==> config.mk <==
export PLATFORM = sky130hd
export DESIGN_NAME = dual_issue_scheduler
export DESIGN_NICKNAME = d
export VERILOG_FILES = /design/src/rtl/dual_issue_scheduler.sv
export SDC_FILE = /design/constraint.sdc
export NUM_CORES = 1
export LEC_CHECK = 0
export CORE_MARGIN = 2
export CORE_UTILIZATION = 25
export DETAILED_ROUTE_END_ITERATION = 10
export GPL_TIMING_DRIVEN = 0
export PLACE_DENSITY = 0.41
export SETUP_SLACK_MARGIN = 0.15
export SYNTH_ARGS = -nofsm -noshare
export SYNTH_HDL_FRONTEND = slang
export SYNTH_SLANG_ARGS = --single-unit
==> constraint.sdc <==
create_clock -name clk -period 10.89 [get_ports clk]
set_clock_uncertainty 0.15 [all_clocks]
set_input_delay 1.6335 -clock clk [delete_from_list [all_inputs] [get_ports clk]]
set_output_delay 1.6335 -clock clk [all_outputs]
set_load 0.05 [all_outputs]
==> src/rtl/dual_issue_scheduler.sv <==
// dual_issue_scheduler
//   In-order dual-issue scheduler for the two-instruction fetch window.
//   Each cycle it issues both instructions, only instruction0, or neither.
//   It reports the decision back to the fetch cache and registers the issued
//   instructions toward execute. A per-register scoreboard tracks result
//   latency. A shadow counter holds issue after control transfers.
//
// Ports
//   clk, rst            clock (rising edge), asynchronous active-high reset
//   nothing_filled      fetch window empty
//   instruction0/1      oldest / next instruction in the window
//   freeze1             instruction0 has a data hazard; window holds
//   freeze2             branch shadow active; window holds
//   dependency_on_ins2  only instruction0 issues; window slides by 1
//   issue0_valid/instr  registered slot-0 issue
//   issue1_valid/instr  registered slot-1 issue
//
// Configuration macro
//   SCHED_FORWARD_EN    when defined, non-load writers do not mark their rd
//                       busy, because results are forwarded.
module dual_issue_scheduler #(
    parameter int LOAD_LATENCY = 3,
    parameter int ALU_LATENCY  = 1,
    parameter int BRANCH_STALL = 2
) (
    input  logic        clk,
    input  logic        rst,
    input  logic        nothing_filled,
    input  logic [31:0] instruction0,
    input  logic [31:0] instruction1,
    output logic        freeze1,
    output logic        freeze2,
    output logic        dependency_on_ins2,
    output logic        issue0_valid,
    output logic [31:0] issue0_instr,
    output logic        issue1_valid,
    output logic [31:0] issue1_instr
);

    localparam int CW = (LOAD_LATENCY > 0) ? $clog2(LOAD_LATENCY + 1) : 1;
    localparam int SW = (BRANCH_STALL > 0) ? $clog2(BRANCH_STALL + 1) : 1;

    localparam logic [6:0] OPC_OP     = 7'h33;
    localparam logic [6:0] OPC_OP_IMM = 7'h13;
    localparam logic [6:0] OPC_LOAD   = 7'h03;
    localparam logic [6:0] OPC_STORE  = 7'h23;
    localparam logic [6:0] OPC_BRANCH = 7'h63;
    localparam logic [6:0] OPC_JAL    = 7'h6F;
    localparam logic [6:0] OPC_JALR   = 7'h67;
    localparam logic [6:0] OPC_LUI    = 7'h37;
    localparam logic [6:0] OPC_AUIPC  = 7'h17;

    typedef struct packed {
        logic       bubble;
        logic       use1;
        logic       use2;
        logic       wr;
        logic       load;
        logic       mem;
        logic       ctrl;
        logic [4:0] rs1;
        logic [4:0] rs2;
        logic [4:0] rd;
    } dec_t;

    function automatic dec_t decode(input logic [31:0] ins);
        dec_t       d;
        logic [6:0] op;
        op       = ins[6:0];
        d.bubble = (ins == '0);
        d.rs1    = ins[19:15];
        d.rs2    = ins[24:20];
        d.rd     = ins[11:7];
        d.use1   = !d.bubble && !(op == OPC_LUI || op == OPC_AUIPC || op == OPC_JAL);
        d.use2   = !d.bubble && (op == OPC_OP || op == OPC_STORE || op == OPC_BRANCH);
        d.wr     = !d.bubble && (d.rd != '0) &&
                   (op == OPC_OP || op == OPC_OP_IMM || op == OPC_LOAD || op == OPC_LUI ||
                    op == OPC_AUIPC || op == OPC_JAL || op == OPC_JALR);
        d.load   = (op == OPC_LOAD);
        d.mem    = (op == OPC_LOAD) || (op == OPC_STORE);
        d.ctrl   = (op == OPC_BRANCH) || (op == OPC_JAL) || (op == OPC_JALR);
        return d;
    endfunction

    function automatic logic hazard(input dec_t d, input logic [31:0] busy_v);
        return !d.bubble && ((d.use1 && busy_v[d.rs1]) ||
                             (d.use2 && busy_v[d.rs2]) ||
                             (d.wr   && busy_v[d.rd]));
    endfunction

    // Whether an issued writer marks its rd busy in the scoreboard.
    function automatic logic sets_sb(input dec_t d);
`ifdef SCHED_FORWARD_EN
        return d.wr && d.load;
`else
        return d.wr;
`endif
    endfunction

    function automatic logic [CW-1:0] latency(input dec_t d);
        return d.load ? CW'(LOAD_LATENCY) : CW'(ALU_LATENCY);
    endfunction

    logic [CW-1:0] cnt [32];
    logic [SW-1:0] shadow;
    logic [31:0]   busy;
    dec_t          d0, d1;
    logic          haz0, pair_blocked, go0, go1;

    always_comb begin
        busy = '0;
        for (int unsigned r = 1; r < 32; r++) begin
            busy[r] = (cnt[r] != '0);
        end
    end

    assign d0   = decode(instruction0);
    assign d1   = decode(instruction1);
    assign haz0 = hazard(d0, busy);

    // instruction1 may only pair when it is independent of instruction0.
    assign pair_blocked = d1.bubble || hazard(d1, busy) || d0.ctrl || (d0.mem && d1.mem) ||
                          (d0.wr && ((d1.use1 && d1.rs1 == d0.rd) ||
                                     (d1.use2 && d1.rs2 == d0.rd) ||
                                     (d1.wr   && d1.rd  == d0.rd)));

    // A bubble in instruction0 issues nothing but lets the window slide past it.
    always_comb begin
        freeze1            = 1'b0;
        freeze2            = 1'b0;
        dependency_on_ins2 = 1'b0;
        go0                = 1'b0;
        go1                = 1'b0;
        if (!rst && !nothing_filled) begin
            if (shadow != '0) begin
                freeze2 = 1'b1;
            end else if (haz0) begin
                freeze1 = 1'b1;
            end else if (d0.bubble) begin
                dependency_on_ins2 = 1'b1;
            end else if (pair_blocked) begin
                dependency_on_ins2 = 1'b1;
                go0                = 1'b1;
            end else begin
                go0 = 1'b1;
                go1 = 1'b1;
            end
        end
    end

    always_ff @(posedge clk or posedge rst) begin
        if (rst) begin
            for (int unsigned r = 0; r < 32; r++) begin
                cnt[r] <= '0;
            end
            shadow       <= '0;
            issue0_valid <= 1'b0;
            issue0_instr <= '0;
            issue1_valid <= 1'b0;
            issue1_instr <= '0;
        end else begin
            for (int unsigned r = 1; r < 32; r++) begin
                if (cnt[r] != '0) begin
                    cnt[r] <= cnt[r] - 1'b1;
                end
            end
            cnt[0] <= '0;
            // Issue-time loads come after the decrement so they take priority.
            if (go0 && sets_sb(d0)) begin
                cnt[d0.rd] <= latency(d0);
            end
            if (go1 && sets_sb(d1)) begin
                cnt[d1.rd] <= latency(d1);
            end

            if ((go0 && d0.ctrl) || (go1 && d1.ctrl)) begin
                shadow <= SW'(BRANCH_STALL);
            end else if (shadow != '0) begin
                shadow <= shadow - 1'b1;
            end

            issue0_valid <= go0;
            issue1_valid <= go1;
            if (go0) begin
                issue0_instr <= instruction0;
            end
            if (go1) begin
                issue1_instr <= instruction1;
            end
        end
    end

endmodule

==> impl_metrics.csv <==
group,metric,value,unit
power,peakVddDrop,0.000110,V
setup_path,cp_slowest_cell,"clkdlybuf4s50_1",
power,power.density,218,nW/µm²
sta,fin_ws,3.32,ns
global_route,grt_pass1_wl,53.4,mm
setup_path,required,9.11,ns
yosys,synthesis.area,8310,µm²
clock_network,holdBufCountCts,0,
clock_network,clockRootBuffer,"clkbuf_16",
global_route,antenna_found_initial,0,
sta,fmax,0.132,GHz
sta,tns,0,ns
routing,detail_route.wl_per_cell,25.7,µm
floorplanning,start_util,25.5,%
min_path,hold_path.class,"flip-flop to flip-flop",
sta,rsz0062_at_grt,"false",
yosys,postSynth.asyncResetShare,100,%
final_layout,drive_gt1_share,16.2,%
setup_path,slowest_delay,0.77,ns
yosys,ys_types,73,
run,cap_violations,0,
yosys,synth.area.top_cells,"dfrtp_1 (39%), mux4_2 (6.5%), mux2_4 (6.1%)",
setup_path,worst-path-buf-inv,3,
yosys,synth_edf_count,0,
clock_network,clk_latency,0.44,ns
setup_path,crit_fanout,10,
min_path,holdPathEnd,"issue1_instr[4]",
routing,drt.antenna.violating_nets,0,
sta,final_hold_viol_count,0,
yosys,syn_avg_cell_area,10.2,µm²
clock_network,cts_resized,0,
setup_path,cp_common_cell,"clkdlybuf4s50_1",
floorplanning,die_w,186,µm
global_route,grt_max_degree,88,
yosys,ys.flop_type,"dfrtp_1",
global_route,gr-total-overflow,0,
setup_path,arrival,5.78,ns
final_layout,layout_common_cells,"dfrtp_1 (130), clkdlybuf4s50_1 (123), nor2_1 (54), nor3_1 (48), a32oi_1 (44)",
global_route,grt_pass1_vias,7723,
floorplanning,core,32600,µm²
clock_network,clk_pin_slew_worst_paths,0.05,ns
floorplanning,ios,136,
routing,dr.pass1.iters,6,
clock_network,cts_max_path_buffers,2,
outcome,status,"finished, final reports clean",
placement,io_buffer_count,123,
setup_path,r2r_slack,6.72,ns
final_layout,layout_commonest_cell,"dfrtp_1",
yosys,ys_warn_count,0,
power,p_leak,0.00404,µW
routing,drt_iter0_markers,739,
setup_path,ff2ff_path_depth,9,
sta,layout_min_cycle_time,7.57,ns
setup_path,regToRegEndpoint,"cnt[0]",
setup_path,startpoint_type,"input port",
yosys,synth_nets,882,
sta,min_period_over_period,69.5,%
yosys,syn_inst,814,
final_layout,syn_to_final_growth,29.8,%
placement,dp_hpwl,26.7,mm
sta,setup_viol_count_final,0,
yosys,yosysTopAreaCellShare,39.1,%
routing,viasPerCell,5.48,
placement,pre_cts_slack,3.31,ns
floorplanning,die_h,186,µm
clock_network,cts_buffers,17,
setup_path,cp_top_family,"buffers and inverters",
setup_path,crit_type,"input port to output pin",
final_layout,fin_util,33.1,%
setup_path,cp-end-kind,"output pin",
final_layout,nNetsFinal,1025,
sta,tightest_slew,1.17,ns
floorplanning,fp.dieArea,34700,µm²
setup_path,path_cells,"clkdlybuf4s50_1 -> nor4_1 -> nand3_1 -> nor3_2 -> a2111oi_0 -> a211o_1 -> nor2_2 -> clkbuf_1 -> nor3_1 -> clkdlybuf4s50_1",
routing,routed_wl,36.2,mm
final_layout,antenna_cells,0,
clock_network,post-cts-setup-buffers,0,
min_path,whs_path_depth,1,
yosys,synth_top_cell_by_area,"dfrtp_1",
clock_network,cts_tree,"done",
yosys,synth-seq-cells,130,
setup_path,reg2reg_from,"cnt[57]",
floorplanning,row_count,66,
min_path,worstHoldStart,"issue1_instr[4]",
routing,vias,7732,
routing,drcViolationCount,0,
placement,gp_congestion,0.969,
global_route,globalRouteTotalUtil,20.9,%
yosys,yosysSeqAreaShare,39.1,%
clock_network,cts_num_sinks,130,
sta,slew_headroom,21.4,%
sta,maxSlewViolCount,0,
clock_network,h-tree-depth,4,
==> worst max-delay path by stage <==
| stage | from | to | slack [ns] | cells past startpoint |
|---|---|---|---|---|
| finish | instruction0[19] | freeze1 | 3.32 | 10 |
| global route | instruction0[19] | freeze1 | 3.13 | 10 |
| detailed placement | instruction0[19] | freeze1 | 3.31 | 10 |
| floorplan | instruction0[17] | freeze1 | 4.78 | 8 |
| global placement | rst | cnt[41] | 3.08 | 2 |
| CTS | instruction0[19] | freeze1 | 3.28 | 10 |
==> sequential cells by signal, indices dropped and copies added, names as in the netlist <==
register / flops
issue0_instr: 32
cnt: 62
issue0_valid: 1
shadow: 2
issue1_valid: 1
issue1_instr: 32
==> cell type report <==
cell class	instances	area (µm²)
fillers	3403	21800
multi-input cells	593	4610
flip-flops and latches	130	3250
repair buffers	124	1260
well taps	442	553
clock buffers	19	453
plain buffers	57	323
clock inverters	13	206
inverters	34	133
==> metrics by stage <==
| step | cell area (µm²) | power [µW] | hold WS (ns) | instances |
|---|---|---|---|---|
| CTS | 10800 | 2370 | 0.339 | 1412 |
| global route | 10800 | 2450 | 0.354 | 1412 |
| detailed placement | 10100 | 1710 | 0.325 | 1380 |
| finish | 10800 | 2350 | 0.334 | 1412 |
| global placement | 10100 | 1700 | 0.317 | 1379 |
| floorplan | 8310 | 1350 | 0.320 | 814 |
==> where the power goes <==
group	total [µW]	switching (µW)	leakage, µW	internal, µW
clock network	658	240	0.000319	418
logic	1020	641	0.00203	383
registers	668	62.7	0.00170	606
total	2350	944	0.00404	1410
==> kinds of logic (layout without fill, tap and decap cells) <==
kind of cell,Yosys count,count (layout),synth area share [%]
AOI/OAI and AO/OA,193,193,17.4
xor gates and xnor gates,16,16,1.69
adders and majority gates,1,1,0.151
buffers and inverters,91,247,5.42
DFF,130,130,39.1
muxes,96,96,17.7
and+or+nand+nor,287,287,18.5
==> metal layers <==
layer | wire length [µm] | vias to the layer above | GRT usage (%)
met1 | 16100 | 3880 | 28.5
met2 | 15900 | 364 | 31.4
met3 | 3100 | 54 | 5.92
met4 | 1110 | 0 | 7.42
li1 | - | 3434 | -
met5 | 0 | - | 0
==> cells in the mapped netlist (15+ instances only) <==
cell type  number
mux2_1         17
a32oi_1        44
buf_2          21
nand2b_1       22
clkbuf_1       20
mux2_4         34
dfrtp_1       130
nor3_1         48
nor4_1         15
o221ai_1       19
nand2_1        42
inv_1          31
o21ai_0        34
a21oi_1        21
nand3_1        30
nor2_1         54
mux4_2         24
mux2_2         15
o31ai_1        15
(Power assumes the default switching activity.)
